## config.mk

```make
export PLATFORM = sky130hd
export DESIGN_NAME = seg_scan_driver
export DESIGN_NICKNAME = d
export VERILOG_FILES = /design/src/rtl/seg_scan_driver.sv
export SDC_FILE = /design/constraint.sdc
export NUM_CORES = 1
export LEC_CHECK = 0
export ABC_AREA = 1
export ABC_CLOCK_PERIOD_IN_PS = 5190
export BUFFER_PORTS_ARGS = -buffer_cell sky130_fd_sc_hd__buf_2
export CAP_MARGIN = 20
export CELL_PAD_IN_SITES_DETAIL_PLACEMENT = 0
export CELL_PAD_IN_SITES_GLOBAL_PLACEMENT = 1
export CORE_UTILIZATION = 46
export DETAILED_ROUTE_END_ITERATION = 7
export GPL_TIMING_DRIVEN = 0
export HOLD_SLACK_MARGIN = 0.03
export PLACE_DENSITY_LB_ADDON = 0.1
export SLEW_MARGIN = 10
export SYNTH_ARGS = -nofsm -noshare
export SYNTH_HDL_FRONTEND = slang
export SYNTH_SLANG_ARGS = --single-unit
```

## constraint.sdc

```tcl
create_clock -name clk -period 5.19 [get_ports clk]
set_input_delay 1.038 -clock clk [delete_from_list [all_inputs] [get_ports clk]]
set_output_delay 1.038 -clock clk [all_outputs]
set_load 0.005 [all_outputs]
```

## src/rtl/seg_scan_driver.sv

```systemverilog
// rtl/seg_scan_driver.sv - four-digit seven-segment scan driver with frame-aligned double buffering
module seg_scan_driver #(
  parameter bit BLANK_LZ = 1'b1
) (
  input  logic        clk,
  input  logic        rst,
  input  logic [3:0]  digit_en,
  input  logic        wr_en,
  input  logic [15:0] wr_data,
  input  logic [3:0]  wr_dp,
  output logic        busy,
  output logic [3:0]  an,
  output logic [6:0]  seg,
  output logic        dp,
  output logic        err
);

  logic [3:0]  prev_en;
  logic [15:0] pend_data, act_data, disp_data;
  logic [3:0]  pend_dp, act_dp, disp_dp;
  logic        boundary, commit, one_hot, legal, blank;
  logic [1:0]  idx;
  logic [3:0]  nib;
  logic [6:0]  seg_next;

  function automatic logic [6:0] hex7(input logic [3:0] v);
    case (v)
      4'h0: hex7 = 7'b1000000;
      4'h1: hex7 = 7'b1111001;
      4'h2: hex7 = 7'b0100100;
      4'h3: hex7 = 7'b0110000;
      4'h4: hex7 = 7'b0011001;
      4'h5: hex7 = 7'b0010010;
      4'h6: hex7 = 7'b0000010;
      4'h7: hex7 = 7'b1111000;
      4'h8: hex7 = 7'b0000000;
      4'h9: hex7 = 7'b0010000;
      4'hA: hex7 = 7'b0001000;
      4'hB: hex7 = 7'b0000011;
      4'hC: hex7 = 7'b1000110;
      4'hD: hex7 = 7'b0100001;
      4'hE: hex7 = 7'b0000110;
      default: hex7 = 7'b0001110;
    endcase
  endfunction

  // Decode from the value being committed so the whole new frame shows it.
  always_comb begin
    boundary  = (digit_en == 4'b1110) && (prev_en == 4'b0111);
    commit    = boundary && busy;
    disp_data = commit ? pend_data : act_data;
    disp_dp   = commit ? pend_dp : act_dp;
    one_hot   = 1'b1;
    idx       = 2'd0;
    case (digit_en)
      4'b1110: idx = 2'd0;
      4'b1101: idx = 2'd1;
      4'b1011: idx = 2'd2;
      4'b0111: idx = 2'd3;
      default: one_hot = 1'b0;
    endcase
    legal = one_hot || (digit_en == 4'b1111);
    nib   = disp_data[{idx, 2'b00} +: 4];
    case (idx)
      2'd3:    blank = (disp_data[15:12] == 4'h0);
      2'd2:    blank = (disp_data[15:8] == 8'h00);
      2'd1:    blank = (disp_data[15:4] == 12'h000);
      default: blank = 1'b0;
    endcase
    blank    = blank && BLANK_LZ;
    seg_next = blank ? 7'h7F : hex7(nib);
  end

  always_ff @(posedge clk or posedge rst) begin
    if (rst) begin
      prev_en   <= 4'b1111;
      pend_data <= '0;
      pend_dp   <= '0;
      act_data  <= '0;
      act_dp    <= '0;
      busy      <= 1'b0;
      err       <= 1'b0;
      an        <= 4'b1111;
      seg       <= 7'h7F;
      dp        <= 1'b1;
    end else begin
      prev_en <= digit_en;
      if (!legal) err <= 1'b1;
      if (commit) begin
        act_data <= pend_data;
        act_dp   <= pend_dp;
        busy     <= 1'b0;
      end else if (wr_en && !busy) begin
        pend_data <= wr_data;
        pend_dp   <= wr_dp;
        busy      <= 1'b1;
      end
      if (one_hot) begin
        an  <= digit_en;
        seg <= seg_next;
        dp  <= ~disp_dp[idx];
      end else begin
        an  <= 4'b1111;
        seg <= 7'h7F;
        dp  <= 1'b1;
      end
    end
  end

endmodule

```

Word level (Yosys, flattened, before mapping)

Memories as Yosys holds them, arrays and structs flattened.
Index checks and enable logic that the tools add are counted.

$add $sub $neg: 0
Multipliers: 0
Divide/modulo/power cells: 0
$lt $le $gt $ge: 1
Equal/unequal tests: 9
Shift operators: 1
Mux-type cells: 13
Bitwise logic cells: 2
Reduce and logical (&&, ||, !) cells: 11

Operators by type and width:

| kind                                                                         | number |
|---|---|
| 4-bit == test, second input constant                                         | 4 |
| 16-bit two-way mux                                                           | 1 |
| 16-bit by 5-bit variable part select with 4-bit output                       | 1 |
| 7-bit two-way mux                                                            | 2 |
| 12-bit zero test                                                             | 1 |
| 4-bit by 3-bit == test with 1-bit output, second input constant              | 2 |
| 8-bit zero test                                                              | 1 |
| 4-bit two-way mux                                                            | 2 |
| 2-bit case mux with 3 select lines                                           | 1 |
| 1-bit two-way mux                                                            | 5 |
| 2-bit == test, second input constant                                         | 2 |
| 4-bit zero test                                                              | 1 |
| 4-bit OR reduction                                                           | 1 |
| 1-bit logical AND                                                            | 3 |
| 2-bit by 3-bit less-than comparator with 1-bit output, second input constant | 1 |
| 1-bit case mux with 3 select lines                                           | 1 |
| 1-bit binary-select mux with 2-bit select                                    | 1 |
| 2-bit by 1-bit == test with 1-bit output, second input constant              | 1 |
| 1-bit inverter                                                               | 2 |
| 2-bit AND reduction                                                          | 1 |
| 2-bit nonzero test                                                           | 1 |
| 1-bit zero test                                                              | 1 |
| 1-bit logical OR                                                             | 1 |

Bits in registers: 58
Bits in latches: 0
RAM bits: 0
Memory bits (read-only): 112
Input port bits: 27
Output and inout port bits: 14
Word-level logic and storage cells: 48
Memories kept: 1

Memory list:

| memory          | words | width | rd ports | clocked after Yosys merged registers in | wr ports | line | text |
|---|---|---|---|---|---|---|---|
| (no name shown) | 16    | 7     | 1        | 0                                       | 0        | 27   | `case (v)` |

Logic depth before layout (Yosys ltp)

Depth after elaboration: 8
Gate-level depth with buffers: 17
Mapped depth without buffers: 16

Least setup slack after synthesis

Ideal clock, no wire load.

Path type: input to register
From: input digit_en[0]
To: register seg[3]
Setup time: 0.079 ns
Data arrival time: 2.648 ns
Required time: 5.111 ns
Path slack: 2.463 ns
Stages: 16
Path buffers: 1
Path through: inv_1 > nand2_2 > nor2_8 > nand2_4 > buf_6 > nand2_2 > o21ai_2 > nand2_1 > nand2_1 > nor2_2 > inv_1 > ha_1 > o21ai_1 > nand3_1 > o21ai_1 > nand2_1

Longest elaborated chain between the ends: 8
Elaborated cells between the ends (all ways): 21
Those cells by class: 7 x eq/ne; 1 x shift; 6 x mux; 6 x reduce/logical; 1 x memory

RTL lines:

| element                                                                              | line | text |
|---|---|---|
| from (decl)                                                                          | 7    | `input logic [3:0] digit_en,` |
| 4-bit == test (*)                                                                    | 49   | `boundary = (digit_en == 4'b1110) && (prev_en == 4'b0111);` |
| 1-bit logical AND (*)                                                                | 49   |  |
| 1-bit logical AND (*)                                                                | 50   | `commit = boundary && busy;` |
| 16-bit two-way mux (*)                                                               | -    |  |
| via disp_data[13]                                                                    | 19   | `logic [15:0] pend_data, act_data, disp_data;` |
| 16-bit by 5-bit variable part select with 4-bit output, or another cell as far along | 63   | `nib = disp_data[{idx, 2'b00} +: 4];` |
| memory 16 x 7 bit / 1-bit case mux with 3 select lines (equally long branches)       | -    |  |
| 7-bit two-way mux (*)                                                                | 71   | `seg_next = blank ? 7'h7F : hex7(nib);` |
| 7-bit two-way mux (*)                                                                | 98   | `if (one_hot) begin` |
| to (signal assigned)                                                                 | 100  | `seg <= seg_next;` |
| to (decl)                                                                            | 13   | `output logic [6:0] seg,` |

The timed path passes the listed nets; every way through them passes the cells marked *.
A chain may end at the register's enable or synchronous reset.

Worst setup path in the final report

Ends and elaborated chain as after synthesis.

==> results.md <==
* Outcome: completed
* Netlist Area Pre-Place at 2780 um^2
* Total track usage at 20.9%
* WP data arrival at 3140 ps
* Cell mode on critical path: nand2_1
* Worst Setup Start Kind: input pin
* Static Leak at 1.72 nW
* Ys Warns at 0
* Final period demand of the worst path at 2880 ps
* Global-route wire length before repair at 9.75 mm
* IR drop worst, VDD at 163 uV
* Die area at 6350 um^2
* Initial antenna violation count at 0
* Critical path buffers and inverters at 4
* Vias in the first global route at 2020
* # resized after CTS at 0
* Clock transition at path regs at 60 ps
* Area grow syn2layout at 18.0%
* Hold Path Sink: err
* Via Count at 2116
* Power Total at 1.06 mW
* Vias/cell at 4.73
* FMAX at 347 MHz
* FF+latch count, synth at 58
* Least-Margin Pin Slew at 500 ps
* Grt total ovfl at 0
* Mapped Cells at 318
* Pwr Density at 323 nW/um^2
* Async set or reset register ratio after synthesis at 100%
* Main synth FF type: dfrtp_1
* RSZ-0062 raised after global routing: false
* Tightest Hold Check Type: register to register
* Final Util at 57.7%
* Clock skew at 11.7 ps
* Tcrit/Tclk final at 55.5%
* GPL Wtd Cong at 0.800
* Final WL at 5.58 mm
* Hold_sp: err
* Largest delay share family, worst path: simple AND/OR/NAND/NOR gates
* Distinct cells, synth at 28
* Core Area at 5680 um^2
* Area contributors post-synth: dfrtp_1 38%, dfstp_2 15%, nand2_1 11%, nand3_1 7.8%, inv_1 5.8%
* CTS Buf Count at 9
* Clock Tree Buf Depth at 2
* Hold_buf cts at 0
* Max_cap viols at 0
* Port buffer count at 40
* Drt wl/cell at 12.5 um
* CTS tree: built
* Final Hold Fails at 0
* Final Setup Violations at 0
* Die Y at 79.7 um
* Cell taking the most area after synthesis: dfrtp_1
* Post-route cell area at 3280 um^2
* CTS Root Cell: clkbuf_8
* Register area share after synthesis at 53.0%
* Worst reg2reg endpoint: seg[3]
* Crit. End Element: register
* Mean Syn Cell Area at 8.73 um^2
* Number of cells on the worst hold path at 1
* Count leader, synth: nand2_1
* Initial Utilization at 48.9%
* Fill cells at 558
* Max stage delay cell, worst path: nor2_2
* Synthesized net count at 351
* # nets final at 403
* Setup_tns at 0 ps
* Cell row count at 27
* Worst-path fanout max at 10
* Detail Route Antenna Nets at 0
* Antenna diodes at 0
* Worst-Skew Late Latency at 330 ps
* DR iter-0 viols at 60
* Critical path cell sequence: buf_2 -> inv_1 -> nand2_2 -> nor2_8 -> nand2_4 -> buf_6 -> nand2_2 -> o21ai_2 -> nand2_1 -> nand2_1 -> nor2_2 -> inv_1 -> ha_1 -> o21ai_1 -> nand3_1 -> o21ai_1 -> nand2_1
* Max Slew Vio Count at 0
* Placed Area at 3090 um^2
* Max-slew headroom at 66.6%
* R2R cell count at 15
* Post-synth EDFFs at 0
* Die X at 79.7 um
* Post-DP HPWL at 4.07 mm
* Final hold slack at 452 ps
* Critical Path Max Stage Delay at 250 ps
* Req. time, crit path at 5440 ps
* Residual DRC count at 0
* R2R Setup Slk at 2630 ps
* Top cells by count, synth: 80 x nand2_1, 43 x inv_1, 43 x nand3_1, 42 x dfrtp_1, 23 x nor2_1
* Ports at 41
* Launch point of the worst reg-to-reg path: prev_en[1]
* CP Class: input pin to register
* Clock sinks at 58
* H-tree level count at 3
* Synth top area share at 37.9%
* Share of cells above drive strength 1 at 27.2%
* DR pass1 iterations at 4
* Setup Fix Bufs, Post-CTS at 0
* Largest net degree at the start of global routing at 39
-- flip-flops by register name (all words and copies together) (netlist names) --
name and count:
dp 1, act_data 16, pend_data 16, err 1
pend_dp 4, an 4, act_dp 4, seg 7
prev_en 4, busy 1
-- layout make-up --
type | instances | area [um^2] | area share, %
tap | 72 | 90.1 | 2.75
clock inverter | 2 | 37.5 | 1.15
buffer | 7 | 40.0 | 1.22
sequential | 58 | 1470 | 44.9
multi-input combinational | 206 | 1090 | 33.2
timing repair buffer | 41 | 220 | 6.72
inverter | 47 | 176 | 5.39
clock buffer | 14 | 153 | 4.66
-- logic make-up (layout without fill, tap and decap cells) --
logic type	count (synthesis)	count (layout)	synth area share, %
AO/OA/AOI/OAI	24	24	4.55
adder cells (fa/ha/maj)	6	6	2.71
buffers and inverters	54	111	7.80
flip-flops	58	58	53.0
multiplexers	7	7	2.80
AND/OR/NAND/NOR	169	169	29.1
-- metal layers --
metal	up-vias	wire (um)	GRT usage, %	share of wire, %
met5	-	0	0	0
met1	958	2860	29.1	51
met2	43	2440	30.7	44
li1	1104	-	-	-
met4	0	110	10.5	2.0
met3	11	173	4.11	3.1
-- per-stage QoR --
stage	worst slack, ps	cells
after detailed placement	1980	431
after floorplan	2460	318
after global placement	1980	430
after global routing	1990	447
final	2310	447
after CTS	2330	447
-- worst max path at each step --
stage | start | endpoint | slack (ps) | depth (start not counted)
finish | digit_en[0] | seg[3] | 2310 | 17
global route | digit_en[0] | seg[3] | 1990 | 17
CTS | digit_en[0] | seg[3] | 2330 | 17
detailed placement | digit_en[0] | seg[3] | 1980 | 17
global placement | digit_en[0] | seg[3] | 1980 | 17
floorplan | digit_en[0] | seg[3] | 2460 | 16
-- power by group --
part           switching (mW)  internal, mW
combinational          0.0862        0.0536
clock                   0.168         0.236
sequential             0.0144         0.501
-- cells in the final DEF (no fill, tap or decap), types with 2 or more instances in the layout --
master / instances
nand2_1: 80
nand3_1: 43
inv_1: 42
buf_2: 42
dfrtp_1: 42
nor2_1: 23
dfstp_2: 16
a21oi_1: 14
clkbuf_8: 10
clkbuf_1: 6
mux2_2: 6
nand2_2: 6
ha_1: 6
inv_2: 5
nor2_4: 4
o21ai_1: 4
o21ai_0: 4
and2_1: 3
nand4_1: 3
nor2_2: 3
nor2_8: 2
Power figures use the tool's default switching activity.
